$ cat config.mk
export PLATFORM = sky130hd
export DESIGN_NAME = gtp_rx_slide_aligner
export DESIGN_NICKNAME = d
export VERILOG_FILES = /design/src/rtl/gtp_link_pkg.sv /design/src/rtl/gtp_rx_slide_aligner.sv
export SDC_FILE = /design/constraint.sdc
export NUM_CORES = 1
export LEC_CHECK = 0
export BUFFER_PORTS_ARGS = -buffer_cell sky130_fd_sc_hd__buf_2
export CORE_MARGIN = 4
export CORE_UTILIZATION = 55
export DETAILED_ROUTE_END_ITERATION = 8
export PLACE_DENSITY = 0.85
export SKIP_CTS_REPAIR_TIMING = 1
export SYNTH_ARGS = -nofsm -noshare
export SYNTH_HDL_FRONTEND = slang
export SYNTH_SLANG_ARGS = --single-unit
$ cat constraint.sdc
create_clock -name rx_user_clk2 -period 2.95 [get_ports rx_user_clk2]
set_clock_uncertainty 0.15 [all_clocks]
set_input_delay 0.295 -clock rx_user_clk2 [delete_from_list [all_inputs] [get_ports rx_user_clk2]]
set_output_delay 0.295 -clock rx_user_clk2 [all_outputs]
set_load 0.01 [all_outputs]
$ cat src/rtl/gtp_link_pkg.sv
// Shared types and constants for the GTP receive link.
package gtp_link_pkg;

  // Word-aligner FSM states.
  typedef enum logic [2:0] {
    IDLE,
    SEARCH,
    SLIDE,
    WAIT,
    CHECK,
    LOCKED
  } align_state_t;

  // Default comma/marker word the aligner hunts for.
  localparam logic [15:0] ALIGN_WORD_DEFAULT = 16'hBC50;

  // The GTP ignores an rxslide that arrives sooner than this many RXUSRCLK2
  // cycles after the previous one.
  localparam int unsigned SLIDE_WAIT_MIN = 32;

endpackage

$ cat src/rtl/gtp_rx_slide_aligner.sv
// Receive word aligner: pulses rxslide until the periodic marker lands on the
// word boundary, confirms lock over several marker periods, then forwards
// data with a valid flag and drops back to search when markers go missing.
//
// Handshake: there is no backpressure. data_out/data_valid form a
// valid-only stream (a word is consumed in every cycle data_valid is high);
// rxslide is a one-cycle request with no acknowledge, and the transceiver is
// given at least SLIDE_WAIT cycles to act on it before another is issued.
module gtp_rx_slide_aligner
  import gtp_link_pkg::*;
#(
  parameter int unsigned       DATA_W     = 16,
  parameter logic [DATA_W-1:0] ALIGN_WORD = DATA_W'(ALIGN_WORD_DEFAULT),
  parameter int unsigned       SEARCH_WIN = 256,
  parameter int unsigned       SLIDE_WAIT = 32,
  parameter int unsigned       LOCK_CNT   = 4,
  parameter int unsigned       LOSS_CNT   = 3,
  parameter int unsigned       MAX_SLIDES = 20
) (
  input  logic              rx_user_clk2,
  input  logic              soft_reset,
  input  logic              rx_reset_done,
  input  logic [DATA_W-1:0] rxdata,
  output logic              rxslide,
  output logic [DATA_W-1:0] data_out,
  output logic              data_valid,
  output logic              aligned,
  output logic              align_lost,
  output logic              slide_wrap,
  output logic [4:0]        slide_cnt,
  output align_state_t      dbg_state
);

  // Never wait less than the transceiver minimum, whatever the parameter says.
  localparam int unsigned WAIT_CYC = (SLIDE_WAIT < SLIDE_WAIT_MIN) ? SLIDE_WAIT_MIN : SLIDE_WAIT;
  localparam int unsigned WIN_W    = $clog2(SEARCH_WIN + 1);
  localparam int unsigned WAIT_W   = $clog2(WAIT_CYC + 1);
  localparam int unsigned EVT_MAX  = (LOCK_CNT > LOSS_CNT) ? LOCK_CNT : LOSS_CNT;
  localparam int unsigned EVT_W    = $clog2(EVT_MAX + 1);

  localparam logic [WIN_W-1:0]  WIN_LAST   = WIN_W'(SEARCH_WIN - 1);
  localparam logic [WAIT_W-1:0] WAIT_LAST  = WAIT_W'(WAIT_CYC - 1);
  localparam logic [EVT_W-1:0]  LOCK_LAST  = EVT_W'(LOCK_CNT - 1);
  localparam logic [EVT_W-1:0]  LOSS_LAST  = EVT_W'(LOSS_CNT - 1);
  localparam logic [4:0]        SLIDE_LAST = 5'(MAX_SLIDES - 1);

  logic [1:0]        r_rst_pipe;
  logic              w_rst;

  align_state_t      r_state;
  align_state_t      w_state_nxt;
  logic [WIN_W-1:0]  r_win_cnt;
  logic [WIN_W-1:0]  w_win_nxt;
  // Shared good/miss counter: counts markers in CHECK, missed windows in LOCKED.
  logic [EVT_W-1:0]  r_evt_cnt;
  logic [EVT_W-1:0]  w_evt_nxt;
  logic [WAIT_W-1:0] r_wait_cnt;
  logic [WAIT_W-1:0] w_wait_nxt;
  logic [4:0]        r_slide_cnt;
  logic [4:0]        w_slide_cnt_nxt;
  logic              w_slide_wrap_nxt;
  logic              w_align_lost_nxt;

  logic              r_rxslide;
  logic              r_slide_wrap;
  logic              r_align_lost;
  logic              r_aligned;
  logic              r_data_valid;
  logic [DATA_W-1:0] r_data_out;

  logic              w_match;
  logic              w_win_expire;

  assign w_rst        = r_rst_pipe[1];
  assign w_match      = (rxdata == ALIGN_WORD);
  assign w_win_expire = (r_win_cnt == WIN_LAST);

  assign rxslide    = r_rxslide;
  assign data_out   = r_data_out;
  assign data_valid = r_data_valid;
  assign aligned    = r_aligned;
  assign align_lost = r_align_lost;
  assign slide_wrap = r_slide_wrap;
  assign slide_cnt  = r_slide_cnt;
  assign dbg_state  = r_state;

  // Reset synchronizer: assert immediately, release two clocks later.
  always_ff @(posedge rx_user_clk2 or posedge soft_reset) begin
    if (soft_reset) r_rst_pipe <= 2'b11;
    else            r_rst_pipe <= {r_rst_pipe[0], 1'b0};
  end

  // Next-state and counter updates; match beats a simultaneous window expiry.
  always_comb begin
    w_state_nxt      = r_state;
    w_win_nxt        = r_win_cnt;
    w_evt_nxt        = r_evt_cnt;
    w_wait_nxt       = r_wait_cnt;
    w_slide_cnt_nxt  = r_slide_cnt;
    w_slide_wrap_nxt = 1'b0;
    w_align_lost_nxt = 1'b0;

    if (!rx_reset_done) begin
      // Slide position survives a transceiver reset; everything else restarts.
      w_state_nxt = IDLE;
      w_win_nxt   = '0;
      w_evt_nxt   = '0;
      w_wait_nxt  = '0;
    end else begin
      case (r_state)
        IDLE: begin
          w_state_nxt = SEARCH;
          w_win_nxt   = '0;
        end
        SEARCH: begin
          if (w_match) begin
            w_state_nxt = CHECK;
            w_evt_nxt   = EVT_W'(1);
            w_win_nxt   = '0;
          end else if (w_win_expire) begin
            w_state_nxt = SLIDE;
            w_win_nxt   = '0;
          end else begin
            w_win_nxt = r_win_cnt + WIN_W'(1);
          end
        end
        SLIDE: begin
          w_state_nxt = WAIT;
          w_wait_nxt  = '0;
        end
        WAIT: begin
          if (r_wait_cnt == WAIT_LAST) begin
            w_state_nxt = SEARCH;
            w_win_nxt   = '0;
            w_wait_nxt  = '0;
          end else begin
            w_wait_nxt = r_wait_cnt + WAIT_W'(1);
          end
        end
        CHECK: begin
          if (w_match) begin
            w_win_nxt = '0;
            if (r_evt_cnt == LOCK_LAST) begin
              w_state_nxt = LOCKED;
              w_evt_nxt   = '0;
            end else begin
              w_evt_nxt = r_evt_cnt + EVT_W'(1);
            end
          end else if (w_win_expire) begin
            w_state_nxt = SLIDE;
            w_evt_nxt   = '0;
            w_win_nxt   = '0;
          end else begin
            w_win_nxt = r_win_cnt + WIN_W'(1);
          end
        end
        LOCKED: begin
          if (w_match) begin
            w_evt_nxt = '0;
            w_win_nxt = '0;
          end else if (w_win_expire) begin
            w_win_nxt = '0;
            if (r_evt_cnt == LOSS_LAST) begin
              w_state_nxt      = SEARCH;
              w_evt_nxt        = '0;
              w_align_lost_nxt = 1'b1;
            end else begin
              w_evt_nxt = r_evt_cnt + EVT_W'(1);
            end
          end else begin
            w_win_nxt = r_win_cnt + WIN_W'(1);
          end
        end
        default: begin
          w_state_nxt = IDLE;
          w_win_nxt   = '0;
          w_evt_nxt   = '0;
          w_wait_nxt  = '0;
        end
      endcase
    end

    // The slide position advances together with the rxslide pulse.
    if (w_state_nxt == SLIDE) begin
      if (r_slide_cnt == SLIDE_LAST) begin
        w_slide_cnt_nxt  = '0;
        w_slide_wrap_nxt = 1'b1;
      end else begin
        w_slide_cnt_nxt = r_slide_cnt + 5'd1;
      end
    end
  end

  // State, counters and registered status outputs.
  always_ff @(posedge rx_user_clk2 or posedge w_rst) begin
    if (w_rst) begin
      r_state      <= IDLE;
      r_win_cnt    <= '0;
      r_evt_cnt    <= '0;
      r_wait_cnt   <= '0;
      r_slide_cnt  <= '0;
      r_rxslide    <= 1'b0;
      r_slide_wrap <= 1'b0;
      r_align_lost <= 1'b0;
      r_aligned    <= 1'b0;
      r_data_valid <= 1'b0;
    end else begin
      r_state      <= w_state_nxt;
      r_win_cnt    <= w_win_nxt;
      r_evt_cnt    <= w_evt_nxt;
      r_wait_cnt   <= w_wait_nxt;
      r_slide_cnt  <= w_slide_cnt_nxt;
      r_rxslide    <= (w_state_nxt == SLIDE);
      r_slide_wrap <= w_slide_wrap_nxt;
      r_align_lost <= w_align_lost_nxt;
      r_aligned    <= (w_state_nxt == LOCKED);
      r_data_valid <= (w_state_nxt == LOCKED);
    end
  end

  // Data path: rxdata is registered every cycle regardless of alignment state.
  always_ff @(posedge rx_user_clk2 or posedge w_rst) begin
    if (w_rst) r_data_out <= '0;
    else       r_data_out <= rxdata;
  end

endmodule
==> results of run 1 <==
[cell usage in the layout, fill, tap and decap left out, types with 3 or more instances in the layout]
| master | netlist | routed |
|---|---|---|
| a21o_1 | 6 | 6 |
| a21oi_1 | 4 | 4 |
| a22o_1 | 3 | 3 |
| and3_1 | 3 | 3 |
| buf_2 | 2 | 47 |
| clkbuf_8 | 0 | 5 |
| dfrtp_1 | 46 | 46 |
| dlygate4sd3_1 | 0 | 17 |
| ha_1 | 7 | 7 |
| inv_1 | 11 | 10 |
| nand2_1 | 15 | 15 |
| nand2b_1 | 5 | 5 |
| nand3_1 | 11 | 11 |
| nand3b_1 | 4 | 4 |
| nor2_1 | 17 | 17 |
| nor2b_1 | 3 | 3 |
| nor3_1 | 5 | 5 |
| nor3b_1 | 3 | 3 |
| nor4_1 | 4 | 4 |
| o21ai_0 | 13 | 13 |
[worst max-delay path: stages]
cell	delay, ns
dlygate4sd3_1	0.55
buf_2	0.14
nor4b_1	0.40
nand4_1	0.55
or3b_1	0.54
o21ai_0	0.15
a21o_1	0.19
[layout make-up]
class	instances	area, um^2
timing repair buffer	65	413
fill	254	1030
clock inverter	3	46.3
multi-input combinational	139	910
tap	48	60.1
inverter	11	41.3
clock buffer	5	68.8
sequential	48	1200
[worst min path at each step]
stage                     to  slack [ns]
2_1_floorplan  r_rst_pipe[0]        0.06
3_3_place_gp    r_win_cnt[3]        0.14
3_5_place_dp    r_win_cnt[3]        0.14
4_1_cts        r_rst_pipe[0]       -0.16
5_1_grt        r_wait_cnt[4]        0.13
6_report        r_win_cnt[3]        0.13
[flip-flops by register name (all words and copies together), names as in the netlist]
register / cells
align_lost: 1
data_out: 16
data_valid: 1
dbg_state: 3
r_evt_cnt: 3
r_rst_pipe: 2
r_wait_cnt: 6
r_win_cnt: 9
rxslide: 1
slide_cnt: 5
slide_wrap: 1
[metal layers]
metal	vias to the layer above	global-route usage
met5	-	0
met4	0	0.0710
met3	9	0.0505
met2	55	0.309
met1	853	0.226
li1	852	-
[stage by stage]
step | instance area [um^2] | total power, W | util
2_1_floorplan | 2200 | 0.000728 | -
3_3_place_gp | 2460 | 0.000759 | 0.652
3_5_place_dp | 2460 | 0.000761 | 0.652
4_1_cts | 2570 | 0.00124 | 0.682
5_1_grt | 2740 | 0.00130 | 0.727
6_report | 2740 | 0.00125 | 0.727
[kinds of logic after synthesis]
kind of cell / synth area share
other: 0.00170
AOI/OAI and AO/OA: 0.134
and+or+nand+nor: 0.216
DFF: 0.547
adders and majority gates: 0.0398
buffers and inverters: 0.0403
xor gates and xnor gates: 0.0119
muxes: 0.00966
[power groups by stage]
stage	Combinational, W	Sequential [W]	Clock, W
floorplan	0.0000305	0.000697	0
global placement	0.0000669	0.000692	0
detailed placement	0.0000688	0.000693	0
CTS	0.0000700	0.000680	0.000493
global route	0.0000960	0.000681	0.000523
finish	0.0000870	0.000680	0.000487
==> key figures, run 1 <==
Status
  • Status: finished, final reports clean

Worst setup path
  • Worst reg-to-reg setup slack: between 0.6 and 0.7 ns
  • Worst Path Arrival: around 2.8 ns
  • Worst R2R End: r_win_cnt[5]
  • Data required, critical path: about 3.0 ns
  • Critical path type: primary input to flop
  • Critical path launch point: rxdata[2]
  • Worst Reg2Reg Path Length in Cells: 6
  • Worst setup EP type: flop
  • Crit path max fanout: 13
  • CP endpoint: r_win_cnt[5]
  • Reg2reg start: r_win_cnt[0]
  • CP Launch Type: primary input

Synth
  • Gate Count Post-Synth: between 200 and 250
  • Average size of a mapped cell: 10.7 um^2
  • Main synth FF type: dfrtp_1
  • Ys Warns: 0
  • EDFF count, synth: 0
  • Area of the mapped netlist: between 0.002 and 0.0025 mm^2
  • Seq cells post-synth: 48
  • Post-synth top area cell: dfrtp_1
  • Post-synthesis sequential area ratio: 0.547
  • Mapped Nets: about 230
  • Most used standard cell by instance count after synthesis: dfrtp_1
  • Post-synth ARST share: 1.00
  • Synth unique cells: between 40 and 50
  • Top cell type's share of synthesized area: 0.523
  • Ranking of synthesized cells by area: dfrtp_1 (52%), ha_1 (4.0%), o21ai_0 (3.0%)
  • Top cells by instance count after synthesis: dfrtp_1 (46), nor2_1 (17), nand2_1 (15), o21ai_0 (13)

Clock network
  • CTS Buffer Depth: 2
  • Clock-pin slew on the worst setup and hold paths: about 0.09 ns
  • Clk_lat worst skew: 0.31 ns
  • CTS Buf Count: 5
  • CTS Sinks: 48
  • H-tree levels: 2
  • CTS tree: done
  • CTS Root Cell: clkbuf_8

Die
  • Starting density of the core: 0.584
  • DIE WIDTH: approximately 70 um
  • # rows: 22
  • Die area: between 0.005 and 0.006 mm^2
  • Top Ports: between 40 and 50
  • Core box area: around 0.0038 mm^2
  • Die Ht: 71.3 um

Drt
  • DRT met1 WL: between 2000 and 2500 um
  • Top Layer Used: met4
  • Routed wl met2: 2560 um
  • Antenna-violating nets left: 0
  • Initial DRC count: 160
  • Wirelength per Cell: 15.5 um
  • Vias per Instance: between 5 and 6
  • Met3 wire length: between 200 and 250 um
  • DRC viols: 0
  • Total routed wirelength: 4960 um
  • Vias: approximately 1800
  • Drt first pass iters: 4

STA
  • Final Hold Fails: 0
  • Setup_tns: 0 ns
  • Max-slew violation count: 0
  • Unrepaired setup endpoints after global routing: false
  • Final worst path period share: 0.938
  • Worst slew margin: 0.531
  • Worst slew pin tran: roughly 0.7 ns
  • Final setup fails: 0
  • Hold Slack: roughly 0.13 ns
  • Max Clk Rate: ~360 MHz
  • Final WS setup: around 0.18 ns
  • Min Tclk post-route: between 2 and 3 ns

Cells and area
  • Inserted Diodes: 0
  • Layout cell share with drive strength beyond 1: 0.244
  • Final nets: around 300
  • Fin cells: between 300 and 400
  • Area Growth Syn to Fin: 24.5%

Global routing
  • Initial antenna violation count: 0
  • Vias in the first global route: between 1500 and 2000
  • Pin count of the biggest net entering global routing: 28
  • First-pass GRT wire length: roughly 7400 um
  • Total track usage: 0.184
  • GRT Residual Overflow: 0

Power and ir drop
  • VDD IR max: 0.278 mV
  • Clk network pwr share: 0.389
  • Net switching fraction of the power: 0.228
  • Net switching power: 0.000285 W
  • Power Density: roughly 460 mW/mm^2
  • Combinational Power Share: 0.069
  • Lkg Pwr: 1.33 nW
  • Seq pwr share: 0.542
  • Pint: just under 0.001 W

Min path
  • Worst min-delay path class: flop to async pin

Placed design
  • Setup Slack @ Placement: ~0.62 ns
  • IO buf count: 47
  • Gp weighted congestion: roughly 0.80
  • Placed cells: about 300
  • Dpl hpwl: around 3200 um

Flow run
  • Max Cap Viol: 0
(Power assumes the default switching activity.)
==> inputs of run 2 (changes only) <==
--- a/config.mk
+++ b/config.mk
@@ -8,6 +8,7 @@
 export BUFFER_PORTS_ARGS = -buffer_cell sky130_fd_sc_hd__buf_2
 export CORE_MARGIN = 4
 export CORE_UTILIZATION = 55
+export CTS_BUF_LIST = sky130_fd_sc_hd__clkbuf_16
 export DETAILED_ROUTE_END_ITERATION = 8
 export PLACE_DENSITY = 0.85
 export SKIP_CTS_REPAIR_TIMING = 1
==> run 2 against run 1 <==
Wire length up 6.5%. Critical path depth unchanged. Clock-buffer cell count unchanged. Hold slack better by 0.0011 ns. Die area unchanged. Power up 14%. Worst setup slack better by 0.015 ns. Largest power group unchanged. Combinational power up 0.9%. Non-clock buffer count unchanged. Clock power up 36%. Global-route usage up 0.89 points. Register-to-register slack worse by 0.02 ns.
==> key figures, run 2 (synthesized netlist as in run 1, its figures left out) <==
Worst setup path
  • CP Launch Type: primary input
  • CP cell instances: dlygate4sd3_1 > buf_2 > nor4b_1 > nand4_1 > or3b_1 > o21ai_2 > a22o_1
  • Crit path largest cell delay: 0.55 ns (about the same)
  • Critical path type: primary input to flop
  • Worst setup EP type: flop
  • Crit path max fanout: 13 (unchanged)
  • Kind of cell adding the most delay to the critical path: simple AND/OR/NAND/NOR gates
  • Worst Path Arrival: 2.78 ns (-0.04 ns)
  • Slowest stage cell, crit path: dlygate4sd3_1
  • CP Buf/Inv Count: 2 (unchanged)
  • Data required, critical path: 2.98 ns (-0.02 ns)

Die
  • Starting density of the core: 0.584 (unchanged)
  • Die Ht: 71.3 um (unchanged)
  • Top Ports: 48 (unchanged)
  • DIE WIDTH: 71.3 um (unchanged)
  • Die area: 0.00508 mm^2 (unchanged)
  • Core box area: 0.00377 mm^2 (unchanged)
  • # rows: 22 (unchanged)

Global routing
  • Vias in the first global route: 1708 (+4.5%)
  • First-pass GRT wire length: 7800 um (+5.1%)
  • Total track usage: 0.193 (+0.00893)
  • Pin count of the biggest net entering global routing: 28 (unchanged)
  • Initial antenna violation count: 1 (+1)
  • GRT Residual Overflow: 0 (unchanged)

Drt
  • Wirelength per Cell: 16.5 um (+6.2%)
  • Total routed wirelength: 5280 um (+6.5%)
  • Initial DRC count: 127 (-21%)
  • Antenna-violating nets left: 0 (unchanged)
  • Vias: 1809 (+2.3%)
  • DRC viols: 0 (unchanged)
  • Vias per Instance: 5.65 (+1.9%)
  • Drt first pass iters: 4 (unchanged)

STA
  • Min Tclk post-route: 2.75 ns (-0.0149 ns)
  • Worst slew margin: 0.522 (-0.00850)
  • Final worst path period share: 0.933 (-0.00505)
  • Final setup fails: 0 (unchanged)
  • Worst slew pin tran: 0.712 ns (+0.0127 ns)
  • Max Clk Rate: 363 MHz (+0.54%)
  • Max-slew violation count: 0 (unchanged)
  • Final WS setup: 0.198 ns (+0.0149 ns)
  • Final Hold Fails: 0 (unchanged)
  • Unrepaired setup endpoints after global routing: false
  • Setup_tns: 0 ns (unchanged)

Clock network
  • CTS tree: done
  • CTS Root Cell: clkbuf_16
  • Clock-pin slew on the worst setup and hold paths: 0.07 ns (-0.02 ns)
  • H-tree levels: 2 (unchanged)
  • CTS Buffer Depth: 2 (unchanged)
  • CTS Sinks: 48 (unchanged)
  • Clk_lat worst skew: 0.29 ns (-0.02 ns)
  • CTS Buf Count: 5 (unchanged)

Cells and area
  • Final nets: 296 (unchanged)
  • Area Growth Syn to Fin: 27.2%
  • Layout cell share with drive strength beyond 1: 0.244 (unchanged)
  • Most frequent cells in the layout: buf_2 (47), dfrtp_1 (46), nor2_1 (17), dlygate4sd3_1 (17), nand2_1 (15)
  • Post-route design area: 0.00280 mm^2 (+2.1%)
  • Util after Layout: 0.743 (+0.0156)
  • Most common cell after layout, fill and taps aside: buf_2
  • Max reg flops: 16 (unchanged)

Placed design
  • IO buf count: 47 (unchanged)
  • Dpl hpwl: 3230 um (unchanged)
  • Placed instance area: 0.00246 mm^2 (unchanged)
  • Setup Slack @ Placement: 0.619 ns (unchanged)
  • Gp weighted congestion: 0.796 (unchanged)

Power and ir drop
  • Net switching power: 0.000313 W (+9.8%)
  • Pint: 0.00112 W (+15%)
  • Power Density: 510 mW/mm^2 (+12%)
  • VDD IR max: 0.288 mV (+3.6%)
  • Combinational Power Share: 0.061 (-0.008)
  • Net switching fraction of the power: 0.219 (-0.00851)
  • Total Power: 0.00143 W (+14%)
  • Seq pwr share: 0.476 (-0.066)
  • Clk network pwr share: 0.463 (+0.074)
  • Lkg Pwr: 1.35 nW (+1.9%)

Status
  • Status: finished, final reports clean

Flow run
  • Max Cap Viol: 0 (unchanged)

Min path
  • Worst min-delay path class: flop to async pin
==> run 2: cell types whose count changed in the layout (fill, tap and decap cells not counted) <==
| cell | delta |
|---|---|
| clkbuf_16 | +5 |
| diode_2 | +1 |
| clkbuf_8 | -5 |
==> run 2: layout make-up <==
| cell class | instances | area, um^2 |
|---|---|---|
| inverters | 11 | 41.3 |
| fillers | 248 | 970 |
| clock buffers | 5 | 125 |
| repair buffers | 65 | 413 |
| diodes | 1 | 2.50 |
| clock inverters | 3 | 46.3 |
| multi-input cells | 139 | 910 |
| flip-flops and latches | 48 | 1200 |
| well taps | 48 | 60.1 |
==> run 2: power by group through the flow <==
| stage | logic (W) | registers (W) | clock network, W |
|---|---|---|---|
| floorplan | 0.0000305 | 0.000697 | 0 |
| global placement | 0.0000669 | 0.000692 | 0 |
| detailed placement | 0.0000688 | 0.000693 | 0 |
| CTS | 0.0000696 | 0.000680 | 0.000662 |
| global route | 0.0000967 | 0.000682 | 0.000695 |
| finish | 0.0000878 | 0.000681 | 0.000661 |
==> run 2: through the flow <==
step	cells	hold WS (ns)
floorplan	206	0.0565
global placement	294	0.143
detailed placement	294	0.143
CTS	302	-0.132
global route	320	0.154
finish	320	0.129
==> run 2: path summary, 6_finish.rpt <==
| kind | start | slack [ns] | end | cells after the start |
|---|---|---|---|---|
| setup / recovery | rxdata[1] | 0.20 | r_win_cnt[7] | 7 |
| hold / removal | r_rst_pipe[1] | 0.13 | r_win_cnt[3] | 1 |
| setup reg to reg | r_win_cnt[0] | 0.62 | r_win_cnt[7] | 6 |
| hold reg to reg | r_rst_pipe[1] | 0.13 | r_win_cnt[3] | 1 |
| max in group asynchronous | r_rst_pipe[1] | 1.80 | dbg_state[2] | 2 |
| min in group rx_user_clk2 | rx_reset_done | 0.15 | r_wait_cnt[4] | 2 |
==> run 2: routing by layer <==
layer / track usage / vias to the layer above / wire (um)
met3: 0.0589 / 12 / 298
met4: 0.0731 / 0 / 100
met5: 0 / - / 0
met2: 0.327 / 61 / 2790
li1: - / 855 / -
met1: 0.232 / 881 / 2100
